## src/rtl/dmem_arbiter_pkg.sv

```systemverilog
// Shared types and default sizes for the data-memory arbiter.
package dmem_arb_pkg;

    localparam int ADDR_W_DEF = 9;
    localparam int DATA_W_DEF = 32;
    localparam int CNT_W_DEF  = 16;

    // Which requester owns an access (grant history, read return routing).
    typedef enum logic {
        OWN_CPU = 1'b0,
        OWN_LD  = 1'b1
    } owner_t;

    // One memory access as presented to the RAM (default configuration).
    typedef struct packed {
        logic                  we;
        logic [ADDR_W_DEF-1:0] addr;
        logic [DATA_W_DEF-1:0] wdata;
    } mem_req_t;

endpackage

```

## src/rtl/dmem_arbiter_rr_arbiter2.sv

```systemverilog
// Two-way round-robin grant core: index 0 is the CPU, index 1 the loader.
// Grant is combinational; only the grant history is registered.
module rr_arbiter2
    import dmem_arb_pkg::*;
(
    input  logic       clk,
    input  logic       rst,
    input  logic [1:0] req,
    input  logic       adv,
    output logic [1:0] gnt
);

    owner_t last_owner;

    // Pick the winner: a lone requester wins, a tie goes to whoever did not win last.
    always_comb begin
        gnt = 2'b00;
        case (req)
            2'b01:   gnt = 2'b01;
            2'b10:   gnt = 2'b10;
            2'b11:   gnt = (last_owner == OWN_CPU) ? 2'b10 : 2'b01;
            default: gnt = 2'b00;
        endcase
    end

    // Remember the last granted owner; idle cycles leave the history untouched.
    always_ff @(posedge clk) begin
        if (rst) begin
            last_owner <= OWN_LD;
        end else if (adv) begin
            last_owner <= gnt[1] ? OWN_LD : OWN_CPU;
        end else begin
            last_owner <= last_owner;
        end
    end

endmodule

```

## src/rtl/dmem_arbiter.sv

```systemverilog
// Shares the single-port data RAM between the core data port and a
// loader/debug port. One access per cycle, round-robin on ties, reads
// return one cycle after issue, and a saturating counter tracks contention.
module dmem_arbiter
    import dmem_arb_pkg::*;
#(
    parameter int ADDR_W = ADDR_W_DEF,
    parameter int DATA_W = DATA_W_DEF,
    parameter int CNT_W  = CNT_W_DEF
) (
    input  logic              clk,
    input  logic              rst,
    input  logic              cpu_rd,
    input  logic              cpu_wr,
    input  logic [ADDR_W-1:0] cpu_addr,
    input  logic [DATA_W-1:0] cpu_wdata,
    output logic              cpu_stall,
    output logic              cpu_rvalid,
    output logic [DATA_W-1:0] cpu_rdata,
    input  logic              ld_req,
    input  logic              ld_we,
    input  logic [ADDR_W-1:0] ld_addr,
    input  logic [DATA_W-1:0] ld_wdata,
    output logic              ld_gnt,
    output logic              ld_rvalid,
    output logic [DATA_W-1:0] ld_rdata,
    output logic              ram_we,
    output logic [ADDR_W-1:0] ram_addr,
    output logic [DATA_W-1:0] ram_din,
    input  logic [DATA_W-1:0] ram_dout,
    output logic [CNT_W-1:0]  contention_cnt
);

    logic       cpu_req;
    logic [1:0] req_vec;
    logic [1:0] gnt;
    logic       cpu_win;
    logic       ld_win;
    logic       any_gnt;
    logic       rd_pending;
    owner_t     rd_owner;

    // A simultaneous read+write from the core is treated as a write.
    assign cpu_req = cpu_rd | cpu_wr;

    // Requests are masked during reset so nothing is granted or driven.
    assign req_vec = {ld_req & ~rst, cpu_req & ~rst};

    rr_arbiter2 u_rr (
        .clk (clk),
        .rst (rst),
        .req (req_vec),
        .adv (any_gnt),
        .gnt (gnt)
    );

    assign cpu_win   = gnt[0];
    assign ld_win    = gnt[1];
    assign any_gnt   = cpu_win | ld_win;
    assign cpu_stall = cpu_req & ~cpu_win & ~rst;
    assign ld_gnt    = ld_win;

    // Steer the winner's access onto the RAM port; drive zeros when idle.
    always_comb begin
        ram_we   = 1'b0;
        ram_addr = '0;
        ram_din  = '0;
        case (gnt)
            2'b01: begin
                ram_we   = cpu_wr;
                ram_addr = cpu_addr;
                ram_din  = cpu_wdata;
            end
            2'b10: begin
                ram_we   = ld_we;
                ram_addr = ld_addr;
                ram_din  = ld_wdata;
            end
            default: begin
                ram_we   = 1'b0;
                ram_addr = '0;
                ram_din  = '0;
            end
        endcase
    end

    // Track the read issued this cycle so its data can be routed next cycle.
    always_ff @(posedge clk) begin
        if (rst) begin
            rd_pending <= 1'b0;
            rd_owner   <= OWN_CPU;
        end else begin
            rd_pending <= any_gnt & ~ram_we;
            rd_owner   <= ld_win ? OWN_LD : OWN_CPU;
        end
    end

    // Route returning RAM data to the requester that issued the read only.
    always_comb begin
        cpu_rvalid = rd_pending & ~rst & (rd_owner == OWN_CPU);
        ld_rvalid  = rd_pending & ~rst & (rd_owner == OWN_LD);
        if (cpu_rvalid) begin
            cpu_rdata = ram_dout;
        end else begin
            cpu_rdata = '0;
        end
        if (ld_rvalid) begin
            ld_rdata = ram_dout;
        end else begin
            ld_rdata = '0;
        end
    end

    // Count cycles where both sides wanted the RAM, holding at all-ones.
    always_ff @(posedge clk) begin
        if (rst) begin
            contention_cnt <= '0;
        end else if (cpu_req && ld_req && !(&contention_cnt)) begin
            contention_cnt <= contention_cnt + {{(CNT_W-1){1'b0}}, 1'b1};
        end else begin
            contention_cnt <= contention_cnt;
        end
    end

endmodule

```

## config.mk

```make
export PLATFORM = sky130hd
export DESIGN_NAME = dmem_arbiter
export DESIGN_NICKNAME = d
export VERILOG_FILES = /design/src/rtl/dmem_arbiter_pkg.sv /design/src/rtl/dmem_arbiter_rr_arbiter2.sv /design/src/rtl/dmem_arbiter.sv
export SDC_FILE = /design/constraint.sdc
export NUM_CORES = 1
export LEC_CHECK = 0
export ABC_AREA = 1
export CORE_AREA = 8 8 98 100
export CTS_CLUSTER_DIAMETER = 50
export DETAILED_ROUTE_END_ITERATION = 12
export DIE_AREA = 0 0 106 108
export PLACE_DENSITY_LB_ADDON = 0.2
export SETUP_SLACK_MARGIN = 0.1
export SLEW_MARGIN = 40
export SYNTH_ARGS = -nofsm -noshare
export SYNTH_HDL_FRONTEND = slang
export SYNTH_SLANG_ARGS = --single-unit
export TNS_END_PERCENT = 5
```

## constraint.sdc

```tcl
create_clock -name clk -period 3.13 [get_ports clk]
set_input_delay 0.7825 -clock clk [delete_from_list [all_inputs] [get_ports clk]]
set_output_delay 0.7825 -clock clk [all_outputs]
set_load 0.1 [all_outputs]
```

-- Word level (Yosys, flattened, before mapping)
Cells that the tools add are included.
- register bits: 19
- logic and storage cells: 36
- output and inout bits: 126
- equality and inequality tests: 5
- reduce and logical (&&, ||, !) cells: 4
- muxes and demuxes: 8
- bitwise gates (word level): 14
- $add $sub $neg: 1
- operators by type and width (cell ; count):
    two-way mux 32 bit ; 2
    case mux 32 bit (2 select lines) ; 1
    case mux 9 bit (2 select lines) ; 1
    adder 16 x 1 -> 16 bit (second input constant) ; 1
    AND reduction 16 bit ; 1
    bitwise AND 1 bit ; 8
    equality test 2 bit (second input constant) ; 3
    case mux 2 bit (3 select lines) ; 1
    equality test 2 x 1 -> 1 bit (second input constant) ; 2
    NOT 1 bit ; 4
    logical AND 1 bit ; 2
    two-way mux 2 bit ; 1
    OR 1 bit ; 2
    case mux 1 bit (2 select lines) ; 1
    logical NOT 1 bit ; 1
    two-way mux 1 bit ; 1

-- Depth between registers and ports, before layout
- word-level depth: 8
- mapped depth: 10
- mapped depth without buffers: 9

-- Hierarchy
A second synthesis with hierarchy kept.
- cell total of the unflattened synthesis: 425
- area total of the unflattened synthesis: 2183.3 sq um
- modules (own cells, without submodules) (module ; cells an instance ; area each (sq um) ; times used):
    dmem_arbiter ; 416 ; 2124.5 ; 1
    rr_arbiter2 ; 9 ; 58.8 ; 1

-- Worst setup path before layout
No wires, ideal clock.
- kind: input -> output
- start point: in rst
- end point: out cpu_rdata[10]
- path buffers: 2
- data arrival time: 4972 ps
- slack: -2625 ps
- cell stages on the path: 5
- data required time: 2348 ps
- path through: buf_2 nor3_1 inv_1 clkbuf_1 nor2_1
- word-level cells in the longest chain between the ends: 4
- RTL lines (what ; line ; source):
    from (decl) ; dmem_arbiter.sv:12 ; input logic rst,
    NOT 1 bit ; dmem_arbiter.sv:100 ; cpu_rvalid = rd_pending & ~rst & (rd_owner == OWN_CPU);
    bitwise AND 1 bit (2 in series) ; dmem_arbiter.sv:100 ;
    via cpu_rvalid ; dmem_arbiter.sv:18 ; output logic cpu_rvalid,
    two-way mux 32 bit ; dmem_arbiter.sv:102 ; if (cpu_rvalid) begin
    to (decl) ; dmem_arbiter.sv:19 ; output logic [DATA_W-1:0] cpu_rdata,
The timed path passes the listed nets, and every way through them passes these cells.

-- Worst setup path in the final report
- start point: in cpu_rd
- end point: out ram_din[6]
- word-level cells in the longest chain between the ends: 6
- RTL lines (what ; line ; source):
    from (decl) ; dmem_arbiter.sv:13 ; input logic cpu_rd,
    OR 1 bit * ; dmem_arbiter.sv:44 ; assign cpu_req = cpu_rd | cpu_wr;
    bitwise AND 1 bit * ; dmem_arbiter.sv:47 ; assign req_vec = {ld_req & ~rst, cpu_req & ~rst};
    equality test 2 bit / equality test 2 x 1 -> 1 bit (equally long branches) ; dmem_arbiter_rr_arbiter2.sv:18 ; case (req)
    case mux 2 bit (3 select lines) * ; dmem_arbiter_rr_arbiter2.sv:18 ;
    equality test 2 bit / equality test 2 x 1 -> 1 bit (equally long branches) ; dmem_arbiter.sv:68 ; case (gnt)
    case mux 32 bit (2 select lines) * ; dmem_arbiter.sv:68 ;
    to (decl) ; dmem_arbiter.sv:29 ; output logic [DATA_W-1:0] ram_din,
Mark *: on every way between the ends. The rest lies on a longest branch, timed or not.

==> results <==
[sequential cells by signal (all words and copies together) (netlist names)]
name	cells
contention_cnt	16
rd_owner	1
rd_pending	1
u_rr.last_owner	1
[how the worst min path moves through the flow]
stage / from / to / slack (ns) / depth (start not counted)
5_1_grt: contention_cnt[10]$_SDFFE_PP0P_ / contention_cnt[10]$_SDFFE_PP0P_ / 0.57 / 2
4_1_cts: contention_cnt[8]$_SDFFE_PP0P_ / contention_cnt[8]$_SDFFE_PP0P_ / 0.53 / 2
3_5_place_dp: contention_cnt[8]$_SDFFE_PP0P_ / contention_cnt[8]$_SDFFE_PP0P_ / 0.52 / 2
2_1_floorplan: u_rr.last_owner$_SDFFE_PP1P_ / u_rr.last_owner$_SDFFE_PP1P_ / 0.53 / 2
3_3_place_gp: contention_cnt[8]$_SDFFE_PP0P_ / contention_cnt[8]$_SDFFE_PP0P_ / 0.51 / 2
6_report: contention_cnt[9]$_SDFFE_PP0P_ / contention_cnt[9]$_SDFFE_PP0P_ / 0.55 / 2
[final cells by class]
| type | count | area (sq um) |
|---|---|---|
| timing repair buffer | 294 | 4260 |
| multi-input combinational | 324 | 2290 |
| fill | 328 | 729 |
| sequential | 19 | 380 |
| inverter | 53 | 214 |
| tap | 105 | 131 |
| clock buffer | 4 | 45.0 |
[logic make-up after synthesis]
group | Yosys count | synth area share, %
simple gates | 253 | 47.5
buf+inv | 77 | 14.7
compound gates | 61 | 14.8
flops | 19 | 18.2
xor+xnor | 6 | 2.51
fa+ha+maj | 4 | 2.39
[power groups by stage]
stage / Combinational (mW) / Sequential [mW] / Clock (mW)
4_1_cts: 1.21 / 0.255 / 0.171
3_5_place_dp: 1.11 / 0.261 / 0
3_3_place_gp: 1.09 / 0.260 / 0
6_report: 1.28 / 0.256 / 0.171
5_1_grt: 1.31 / 0.257 / 0.185
2_1_floorplan: 0.660 / 0.277 / 0
[metrics by stage]
step	utilization (%)	area [sq um]	setup WS, ns	std cells	setup TNS [ns]
detailed placement	83.2	6700	-0.355	767	-14.16
global route	90.9	7320	-0.117	799	-2.42
floorplan	-	3070	-0.415	420	-35.60
CTS	89.1	7170	0.0285	793	0
finish	90.9	7320	-0.102	799	-1.38
global placement	83.2	6700	-0.322	767	-12.33
[critical path: cells and delay by family]
family / cells / cell delay (ns)
compound gates: 2 / 0.29
buf+inv: 6 / 0.74
simple gates: 2 / 0.31
fa+ha+maj: 1 / 0.30
[cells in the final DEF, fill, tap and decap left out, types with 4 or more instances in the layout]
cell type and n:
nor2_1 56, nand3_1 11, clkdlybuf4s50_1 115, nand4_1 7
buf_6 10, nor2_4 36, nand2_2 21, buf_4 35
a21oi_1 14, buf_16 9, buf_12 121, nand2_1 112
inv_1 47, dfxtp_1 19, inv_2 4, a21oi_4 43
nand2_4 4
[per-layer routing]
metal | track usage, % | vias to the layer above
met3 | 8.15 | 50
met1 | 24.5 | 1880
met5 | 0 | -
met4 | 9.35 | 0
li1 | - | 1834
met2 | 50.8 | 285
[repair_timing]
item | 4_1_cts | 5_1_grt
setup buffers | 16 | 5
endpoints found under the setup margin | 95 | 42
gates cloned | 7 | 1
pin swaps | 20 | 3
resized for setup | 58 | 18
==> metrics.cfg <==
[power_and_ir_drop]
pwr-share-clk_pct=10.0
power.switching_mw=0.831
seqPwrFrac_pct=15.0
switching_share_pct=48.7
p_leak_nw=2.82
power.density_mw_per_mm2=233
ir_drop_mv=0.215
intPower_mw=0.874
p_comb_share_pct=75.0
finalPower_mw=1.71

[sta]
final_hold_viol_count=0
max_slew.worst_pin.slew_ns=0.523
whs_ns=0.545
layout_setup_ws_ns=-0.102
fmax_mhz=309
period_needed_ns=3.23
slew_violations=0
rsz0062_at_grt=true
finalCritPeriodShare_pct=103
clock_skew_ns=0.00113
slew_headroom_pct=65.1
finalSetupViolCount=37

[logic_synthesis]
synth-main-ff-cell=dfxtp_1
synth_fp_nets=544
syn_inst=420
yosysTopAreaCell=nand2_1
synthArstFlopShare_pct=0
synth_top_area_share_pct=24.6
netlist_area_sq_mm=0.00209
synth-edff-count=0
ys_warn_count=0
synth_top_cells_by_count=nand2_1 (137), nor2_1 (93), a21oi_1 (57), inv_1 (52), clkbuf_1 (20)
avgSynthCellArea_sq_um=4.99
yosysUniqueCellTypes=21
synth.most_common_cell=nand2_1
synth-seq-cells=19
synthTopCellsByArea=nand2_1 (25%), dfxtp_1 (18%), nor2_1 (17%)
seq_area_frac_synth_pct=18.2

[global_route]
antenna_found_initial=0
grt_pass1_wl_um=23500
grt_pass1_vias=4171
grt_usage_pct=25.8
grt_max_degree=34
overflow=0

[route]
first_iter_violations=238
routedWlPerCell_um=22.0
drt-met1-wl_um=5720
drc=0
first_pass_iters=5
met2_length_um=9610
vias_per_cell=5.07
met3_length_um=1510
num_vias=4049
dr.max_layer_used=met4
ant_nets=0
routed_wl_um=17600

[placement]
place_hpwl_um=12100
portBuffers=245
gp_congestion=0.821

[critical_path]
end_kind=output port
path_cells=buf_8, nor2_4, a21oi_4, nor2_4, inv_2, ha_4, clkinv_8, buf_12, buf_16, a21oi_4, buf_12
crit_fanout=7
cpPeakStageDelay_ns=0.30
critPathLaunchType=input port
setup.worst_path.class=input port to output port
crit_path_end=ram_din[6]
crit_path_top_delay_cell=ha_4
crit_required_ns=2.35
r2r_cells=13
r2r_setup_slack_ns=1.13
worst_r2r_startpoint=u_rr.last_owner$_SDFFE_PP1P_
r2r-end=rd_pending$_SDFF_PP0_
crit_start=cpu_rd
critPathArrivalTime_ns=2.45

[finish]
drive_gt1_share_pct=43.4
area_growth_pct=250
antenna_cells=0
layout.nets=819

[clocking]
clk_path_buf_depth=2
cts_hold_buf=0
cts_buffers=3
htree_levels=1
clock_sinks=19
clock_latency_ns=0.26
cts_tree=yes
path_clk_slew_ns=0.07
cts_root_buf=clkbuf_8

[hold_path]
hold_path_class=flip-flop to flip-flop

[floorplanning]
die-area_sq_mm=0.0114
fp-row-count=33
pin_count=246
die_w_um=106
initial_core_util_pct=26.0
coreArea_sq_mm=0.00805
die_h_um=108

[run_status]
violations=setup timing
status=finished, violations left

[job]
maxCapViolCount=0

Note: power is estimated with default switching activity, not from simulation.
